===== src/rtl/traffic_light_seq_if.sv =====
// traffic_light_seq_if
//   Bus bundle between the CPU-side CSR port and the traffic light sequencer.
//   csr_wr    : one-cycle CSR write strobe
//   csr_wdata : CSR write data byte
//   csr_out   : CSR byte (pending, phase flag, enable, irq enable)
//   dr_out    : lamp data byte to the traffic light device
//   irq       : phase-flag interrupt request
//   master = CPU / driver side, slave = sequencer side.
interface traffic_light_seq_if;
  logic       csr_wr;
  logic [7:0] csr_wdata;
  logic [7:0] csr_out;
  logic [7:0] dr_out;
  logic       irq;

  modport master (
    output csr_wr,
    output csr_wdata,
    input  csr_out,
    input  dr_out,
    input  irq
  );

  modport slave (
    input  csr_wr,
    input  csr_wdata,
    output csr_out,
    output dr_out,
    output irq
  );
endinterface


===== src/rtl/traffic_light_seq.sv =====
// traffic_light_seq
//   Generates the lamp byte for the XM-23 traffic light device and holds its
//   CSR. Cycles NS green -> NS yellow -> all-red -> EW green -> EW yellow ->
//   all-red on a prescaled tick, with a latched pedestrian request that adds a
//   walk interval at the start of the next NS green.
// Ports:
//   clk     : system clock
//   rst_n   : synchronous active-low reset
//   ped_req : pedestrian button level, sampled every clock
//   bus     : slave side of traffic_light_seq_if (csr_wr, csr_wdata in;
//             csr_out, dr_out, irq out)
module traffic_light_seq #(
  parameter int CLK_DIV  = 50000000,
  parameter int GREEN_T  = 8,
  parameter int YELLOW_T = 3,
  parameter int ALLRED_T = 1,
  parameter int WALK_T   = 5
) (
  input  logic                 clk,
  input  logic                 rst_n,
  input  logic                 ped_req,
  traffic_light_seq_if.slave   bus
);

  // A zero phase length would never expire, so it is promoted to one tick.
  localparam int G_EFF = (GREEN_T  == 0) ? 1 : GREEN_T;
  localparam int Y_EFF = (YELLOW_T == 0) ? 1 : YELLOW_T;
  localparam int A_EFF = (ALLRED_T == 0) ? 1 : ALLRED_T;
  localparam int W_EFF = (WALK_T > G_EFF) ? G_EFF : WALK_T;

  localparam logic [7:0] G_DUR = 8'(G_EFF);
  localparam logic [7:0] Y_DUR = 8'(Y_EFF);
  localparam logic [7:0] A_DUR = 8'(A_EFF);

  // The green timer counts down from G_DUR; walk is shown while the timer is
  // still above this value, i.e. during the first W_EFF ticks.
  localparam logic [7:0] WALK_LIM = 8'(G_EFF - W_EFF);

  localparam int PW = (CLK_DIV > 1) ? $clog2(CLK_DIV) : 1;
  localparam logic [PW-1:0] PMAX = PW'(CLK_DIV - 1);

  typedef enum logic [2:0] {
    IDLE,
    AR_START,
    NS_GREEN,
    NS_YELLOW,
    AR_1,
    EW_GREEN,
    EW_YELLOW,
    AR_2
  } state_t;

  state_t        state, state_nx;
  logic [PW-1:0] presc, presc_nx;
  logic [7:0]    timer, timer_nx;
  logic          pending, pending_nx;
  logic          walk_active, walk_nx;
  logic          flag, flag_nx;
  logic          en, en_nx;
  logic          irq_en, irq_en_nx;
  logic [7:0]    dr_q, dr_nx;
  logic          irq_q, irq_nx;
  logic          tick;
  logic          enter;
  logic          ns_entry;
  logic          green_entry;

  // Next-state, timer, CSR and lamp logic. Outputs are derived from the next
  // values so the registered dr_out/irq line up with the state register.
  always_comb begin
    state_nx    = state;
    presc_nx    = presc;
    timer_nx    = timer;
    enter       = 1'b0;
    tick        = (state != IDLE) && (presc == PMAX);

    if (!en) begin
      state_nx = IDLE;
      presc_nx = '0;
      timer_nx = 8'd0;
    end else if (state == IDLE) begin
      state_nx = AR_START;
      enter    = 1'b1;
    end else if (tick) begin
      if (timer <= 8'd1) begin
        enter = 1'b1;
        case (state)
          AR_START:  state_nx = NS_GREEN;
          NS_GREEN:  state_nx = NS_YELLOW;
          NS_YELLOW: state_nx = AR_1;
          AR_1:      state_nx = EW_GREEN;
          EW_GREEN:  state_nx = EW_YELLOW;
          EW_YELLOW: state_nx = AR_2;
          AR_2:      state_nx = NS_GREEN;
          default:   state_nx = IDLE;
        endcase
      end else begin
        timer_nx = timer - 8'd1;
        presc_nx = '0;
      end
    end else begin
      presc_nx = presc + PW'(1);
    end

    // Every phase entry restarts the prescaler and loads that phase's length.
    if (enter) begin
      presc_nx = '0;
      case (state_nx)
        NS_GREEN, EW_GREEN:   timer_nx = G_DUR;
        NS_YELLOW, EW_YELLOW: timer_nx = Y_DUR;
        default:              timer_nx = A_DUR;
      endcase
    end

    ns_entry    = enter && (state_nx == NS_GREEN);
    green_entry = enter && ((state_nx == NS_GREEN) || (state_nx == EW_GREEN));

    // A request arriving in the consume cycle must survive for the next NS
    // cycle, so the set is applied after the clear.
    pending_nx = pending;
    if (ns_entry) pending_nx = 1'b0;
    if (ped_req && (state != IDLE)) pending_nx = 1'b1;

    if (state_nx != NS_GREEN) walk_nx = 1'b0;
    else if (ns_entry)        walk_nx = pending;
    else                      walk_nx = walk_active;

    en_nx     = bus.csr_wr ? bus.csr_wdata[4] : en;
    irq_en_nx = bus.csr_wr ? bus.csr_wdata[5] : irq_en;

    // W1C first, then the green-entry set so that a collision keeps the flag.
    flag_nx = flag;
    if (bus.csr_wr && bus.csr_wdata[1]) flag_nx = 1'b0;
    if (green_entry) flag_nx = 1'b1;

    irq_nx = flag_nx & irq_en_nx;

    case (state_nx)
      IDLE:      dr_nx = 8'h00;
      NS_GREEN:  dr_nx = (walk_nx && (timer_nx > WALK_LIM)) ? 8'h61 : 8'h21;
      NS_YELLOW: dr_nx = 8'h22;
      EW_GREEN:  dr_nx = 8'h0C;
      EW_YELLOW: dr_nx = 8'h14;
      default:   dr_nx = 8'h24;
    endcase
  end

  // State and output registers; reset abandons any cycle in progress.
  always_ff @(posedge clk) begin
    if (!rst_n) begin
      state       <= IDLE;
      presc       <= '0;
      timer       <= 8'd0;
      pending     <= 1'b0;
      walk_active <= 1'b0;
      flag        <= 1'b0;
      en          <= 1'b0;
      irq_en      <= 1'b0;
      dr_q        <= 8'h00;
      irq_q       <= 1'b0;
    end else begin
      state       <= state_nx;
      presc       <= presc_nx;
      timer       <= timer_nx;
      pending     <= pending_nx;
      walk_active <= walk_nx;
      flag        <= flag_nx;
      en          <= en_nx;
      irq_en      <= irq_en_nx;
      dr_q        <= dr_nx;
      irq_q       <= irq_nx;
    end
  end

  assign bus.csr_out = {2'b00, irq_en, en, 2'b00, flag, pending};
  assign bus.dr_out  = dr_q;
  assign bus.irq     = irq_q;

endmodule

===== src/flat_wrapper.sv =====
// flat-port wrapper written by rule: the top's interface ports become plain ports
module traffic_light_seq_flat 
#(
  parameter int CLK_DIV  = 50000000,
  parameter int GREEN_T  = 8,
  parameter int YELLOW_T = 3,
  parameter int ALLRED_T = 1,
  parameter int WALK_T   = 5
)
  (clk, rst_n, ped_req, bus_csr_wr, bus_csr_wdata, bus_csr_out, bus_dr_out, bus_irq);
  traffic_light_seq_if bus_i ();
  input  logic clk;
  input  logic rst_n;
  input  logic ped_req;
  input wire logic [$bits(bus_i.csr_wr)-1:0] bus_csr_wr;
  input wire logic [$bits(bus_i.csr_wdata)-1:0] bus_csr_wdata;
  output wire logic [$bits(bus_i.csr_out)-1:0] bus_csr_out;
  output wire logic [$bits(bus_i.dr_out)-1:0] bus_dr_out;
  output wire logic [$bits(bus_i.irq)-1:0] bus_irq;
  assign bus_i.csr_wr = bus_csr_wr;
  assign bus_i.csr_wdata = bus_csr_wdata;
  assign bus_csr_out = bus_i.csr_out;
  assign bus_dr_out = bus_i.dr_out;
  assign bus_irq = bus_i.irq;
  traffic_light_seq #(.CLK_DIV(CLK_DIV), .GREEN_T(GREEN_T), .YELLOW_T(YELLOW_T), .ALLRED_T(ALLRED_T), .WALK_T(WALK_T)) u_core (.clk(clk), .rst_n(rst_n), .ped_req(ped_req), .bus(bus_i));
endmodule

===== config.mk =====
export PLATFORM = sky130hd
export DESIGN_NAME = traffic_light_seq_flat
export DESIGN_NICKNAME = d
export VERILOG_FILES = /design/src/rtl/traffic_light_seq_if.sv /design/src/rtl/traffic_light_seq.sv /design/src/flat_wrapper.sv
export SDC_FILE = /design/constraint.sdc
export NUM_CORES = 1
export LEC_CHECK = 0
export CAP_MARGIN = 20
export CELL_PAD_IN_SITES_DETAIL_PLACEMENT = 1
export CELL_PAD_IN_SITES_GLOBAL_PLACEMENT = 2
export CORE_MARGIN = 4
export CORE_UTILIZATION = 36
export DETAILED_ROUTE_END_ITERATION = 8
export MAX_ROUTING_LAYER = met4
export PLACE_DENSITY = 0.88
export SYNTH_ARGS = -nofsm -noshare
export SYNTH_HDL_FRONTEND = slang
export SYNTH_SLANG_ARGS = --single-unit

===== constraint.sdc =====
create_clock -name clk -period 3.36 [get_ports clk]
set_input_delay 0.672 -clock clk [delete_from_list [all_inputs] [get_ports clk]]
set_output_delay 0.672 -clock clk [all_outputs]
set_load 0.01 [all_outputs]

; After elaboration in Yosys (flattened, before gate mapping)
; Cells that the tools add are included.
[word_totals]
in_bits = 12
out_inout_bits = 17
register_bits = 51
[classes]
add_sub_neg = 2
n_reduce_logical = 16
eq_ne = 14
order_cmp = 2
mux = 26
bitwise = 4
[op_table]
columns = op, count
row1 = $mux 26, 2
row2 = $mux 8, 5
row3 = $pmux 8 s5, 1
row4 = $add 26x1->26 const B, 1
row5 = $eq 26x26->1 const B, 1
row6 = $eq 3x3->1 const B, 6
row7 = $pmux 3 s6, 1
row8 = $eq 3x2->1 const B, 4
row9 = $mux 3, 4
row10 = $mux 1, 11
row11 = $gt 8x2->1 const B, 1
row12 = $le 8x1->1 const B, 1
row13 = $pmux 4 s2, 1
row14 = $sub 8x1->8 const B, 1
row15 = $mux 7, 1
row16 = $logic_and 1x1->1, 6
row17 = $logic_not 3->1, 2
row18 = $reduce_or 2->1, 3
row19 = $eq 3x1->1 const B, 1
row20 = $ne 3x2->1 const B, 1
row21 = $not 1->1, 3
row22 = $reduce_bool 3->1, 1
row23 = $reduce_or 3->1, 1
row24 = $ne 2x2->1 const B, 1
row25 = 4 further kinds, 4

; Depth between registers and ports, before layout
[logic_depth]
word_depth = 15
mapped_depth = 10
mapped_depth_nobuf = 9

; Worst setup path before layout
; Ideal clock, no wire load.
[synth_timing]
path_kind = register -> register
startpoint = reg u_core.presc[0]
endpoint = reg u_core.dr_q[6] (netlist: u_core.bus.dr_out[6])
stages_incl_launch_ff = 10
setup_slack_ns = 1.097
synth_period_minus_slack_ns = 2.263
t_arrival_ns = 2.134
n_path_buf = 2
path_cell_list = dfxtp_1 > ha_1 > or3b_1 > buf_2 > nor4b_4 > buf_6 > mux2i_1 > nor2_1 > o21ai_1 > a211oi_2
[synth_between]
elab_chain_cells = 13
[synth_rtl]
columns = item, line
row1 = start: declaration, traffic_light_seq.sv:54  ; logic [PW-1:0] presc, presc_nx;
row2 = start signal: assignment, traffic_light_seq.sv:163  ; presc <= presc_nx;
row3 = $eq 26x26->1 *, traffic_light_seq.sv:75  ; tick = (state != IDLE) && (presc == PMAX);
row4 = $logic_and 1x1->1 *, traffic_light_seq.sv:75
row5 = $mux 3, traffic_light_seq.sv:84  ; end else if (tick) begin
row6 = $mux 3, traffic_light_seq.sv:81  ; end else if (state == IDLE) begin
row7 = $mux 3, traffic_light_seq.sv:77  ; if (!en) begin
row8 = "$eq 3x2->1, or another cell as far along", "traffic_light_seq.sv:108, traffic_light_seq.sv:138"
row9 = $reduce_or 2->1, traffic_light_seq.sv:108  ; case (state_nx)
row10 = $pmux 4 s2, traffic_light_seq.sv:108
row11 = $mux 8, traffic_light_seq.sv:106  ; if (enter) begin
row12 = $gt 8x2->1, traffic_light_seq.sv:140  ; NS_GREEN: dr_nx = (walk_nx && (timer_nx > WALK_LIM)) ? 8'h61 : 8'h21;
row13 = $logic_and 1x1->1, traffic_light_seq.sv:140
row14 = $mux 7, traffic_light_seq.sv:140
row15 = $pmux 8 s5 *, traffic_light_seq.sv:138  ; case (state_nx)
row16 = end signal: assignment, traffic_light_seq.sv:170  ; dr_q <= dr_nx;
row17 = end: declaration, traffic_light_seq.sv:61  ; logic [7:0] dr_q, dr_nx;
; Every way passes the cells marked *; elsewhere a longest branch is shown, timed or not.
; A chain may end at the register's enable or synchronous reset.

; Worst setup path after layout
; Same ends and word-level chain as after synthesis.

==> impl_results.md <==
* Rel. slew slack at a little over two fifths
* Crit Path Max Fanout at 11
* Largest family of logic cells by synthesized area: simple AND/OR/NAND/NOR gates
* Post-Synth Simple-Gate Area at between 30% and 40%
* Diode count at 0
* Crit path DAT at a little over 3 ns
* RePlAce Congestion at ~0.75
* Grt met2 use at 22.6%
* Initial DRC count at 105
* Crit path depth at 7
* Routed Antenna Nets at 0
* Final Hold Viols at 0
* Synth-to-layout area growth at 13.5%
* Slew of the pin with the lowest slew margin at 0.847 ns
* Initial antenna violation count at 0
* Clock latency on the worst-skew pair at roughly 0.3 ns
* I/O Pins at 29
* Synth Instances at between 200 and 300
* Post-synthesis xor/xnor area fraction at between 10% and 20%
* CTS tree: done
* # Post-CTS Setup Buffers at 0
* EDFF count, synth at 0
* Prevailing post-synth register cell: dfxtp_1
* Unique masters post-synth at between 40 and 50
* First-pass GRT wire length at ~9000 µm
* Die X at 89.7 µm
* Synth Area in Adders at 1.56%
* Final setup fails at 0
* Hold Crit Depth at 1
* DP Worst Slack at 0.565 ns
* Total power draw at 0.00106 W
* Sequential share of the synthesized area at 41.6%
* Maxcap violations at 0
* Vias in the first global route at ~1,800
* First-pass DRT Iterations at 4
* Most Crowded Layer GR: met2
* DIE AREA at 0.00805 mm²
* VDD IR max at approximately 150 µV
* Crit path launch type: flip-flop
* Setup tns final at 0 ns
* PostCTS Resize Cnt at 0
* Worst-path clk slew at 0.09 ns
* Post-route design area at 0.00273 mm²
* Final #Nets at 301
* Fin Clk Skew at around 0.011 ns
* Max frequency at 355 MHz
* Largest net degree at the start of global routing at 26
* Crit path time final at roughly 2.8 ns
* Max-slew violation count at 0
* Total routed wirelength at 5140 µm
* Via density at slightly above 5
* Drt wl/cell at between 10 and 15 µm
* Gr ovfl total at 0
* RSZ-0062 raised after global routing: false
* Starting Density at between 30% and 40%
* Yosys top cell by area: dfxtp_1
* Seq cells post-synth at 50
* Final core occ at 42.5%
* Ys async rst share at 0%
* Post-route DRC at 0
* Hold buffer count at cts at 0
* CP Cell Sequence: ha_1 -> or3b_1 -> nor4b_4 -> and3_1 -> and2_1 -> o21ai_1 -> a211oi_2
* Power Density at roughly 390 mW/mm²
* GRT met1 Usage at roughly 17%
* Top delay family on crit path: simple AND/OR/NAND/NOR gates
* Grt met3 use at about 2.5%
* TritonCTS Buffers at 5
* Dpl cell area at 0.00262 mm²
* Detail Placement HPWL at 3720 µm
* Kind of critical path: reg2reg
* Max stage delay on crit path at approximately 0.75 ns
* Area share of the leading cell type in the synthesized netlist at around two fifths
* Clk sinks at 50
* Core Area at around 0.0064 mm²
* Mux cell area share after synthesis at 1.67%
* PortBufs at 18
* Compound-Gate Fraction of Synth Area at a little under 7%
* Yosys warns at 0
* Vias at around 1,900
* Worst Path Buf+Inv at 0
* Outcome: completed
* Leak Pwr at approximately 0.95 nW
* Clock Root Buffer: clkbuf_8
* Slowest CP cell: nor4b_4
* Die Span Y at 89.7 µm
* Worst hold-check path type: reg2reg
* Critical path capture point type: flip-flop
* Number of H-tree levels at 2
* Final Cycle Share at about 84%
* Top post-synthesis cells by area: dfxtp_1, xor2_1, nor2_1
* Cell count of the worst reg-to-reg path at 7
* Layout cells sized above 1 at 7.32%
* Max Root-Sink Buffers at 2
* Req. time, crit path at 3.59 ns
* Global-route usage over all layers at ~14%
* Synth Cell Area at around 0.0024 mm²
* Post-Syn Area per Cell at 8.90 µm²
* Final WS setup at 0.541 ns
* Row count at 29
## cell usage in the layout (no fill, tap or decap), types with 7 or more instances in the layout
| master | n |
|---|---|
| dfxtp_1 | 50 |
| nor2_1 | 40 |
| nor2b_1 | 8 |
| inv_1 | 7 |
| nand3_1 | 11 |
| clkdlybuf4s50_1 | 18 |
| xor2_1 | 18 |
| and3_1 | 10 |
| nor3_1 | 7 |
| a21oi_1 | 9 |
| xnor2_1 | 14 |
| nand2_1 | 16 |
## synthesized netlist by cell type (7+ instances only)
library cell / count
a21oi_1: 9
xor2_1: 18
nor3_1: 7
nand2_1: 16
inv_1: 7
dfxtp_1: 50
xnor2_1: 14
nand3_1: 11
nor2b_1: 8
and3_1: 10
nor2_1: 40
buf_4: 9
## worst paths after layout
check        slack, ns       startpoint                   end
max               0.54  u_core.presc[0]  u_core.bus.dr_out[6]
min               0.49  u_core.presc[0]       u_core.presc[0]
max reg2reg       0.54  u_core.presc[0]  u_core.bus.dr_out[6]
min reg2reg       0.49  u_core.presc[0]       u_core.presc[0]
## cell families (layout without fill, tap and decap cells)
family / Yosys count / in the layout
AO/OA/AOI/OAI: 26 / 26
other: 1 / 5
buffers and inverters: 25 / 38
XOR/XNOR: 32 / 32
multiplexers: 4 / 4
adder cells (fa/ha/maj): 3 / 3
flip-flops: 50 / 50
AND/OR/NAND/NOR: 129 / 129
## layout make-up
type                            instances  area, µm²
Tap cell                               77       96.3
Multi-Input combinational cell        199       1280
Inverter                                7       26.3
Fill cell                             757       3690
Clock inverter                          1       30.0
Timing Repair Buffer                   23        218
Clock buffer                            7       76.3
Sequential cell                        50       1000
## report_power, final
| group | switching [W] | internal (W) | leakage, nW |
|---|---|---|---|
| combinational | 0.0000188 | 0.0000195 | 0.498 |
| sequential | 0.00000328 | 0.000596 | 0.403 |
| clock | 0.000196 | 0.000223 | 0.0524 |
## registers in the layout (all words and copies together), names as in the netlist, 3 cells and up
name	cells
u_core.bus.dr_out	7
u_core.presc	26
u_core.state	3
u_core.timer	8
## metrics by stage
step	instances	hold WS, ns
6_report	364	0.489
5_1_grt	364	0.538
4_1_cts	364	0.494
3_5_place_dp	356	0.469
3_3_place_gp	356	0.438
2_1_floorplan	274	0.430
## worst register-to-register path, cell delays in order, from the launching register on
cell,delay [ns]
dfxtp_1,0.39
ha_1,0.23
or3b_1,0.54
nor4b_4,0.75
and3_1,0.33
and2_1,0.18
o21ai_1,0.13
a211oi_2,0.21
## per-layer routing
layer / part of all wire (%) / vias up
li1: - / 937
met1: 48 / 893
met2: 48 / 17
met3: 2.2 / 5
met4: 1.8 / 0
met5: 0 / -
Power figures use the tool's default switching activity.
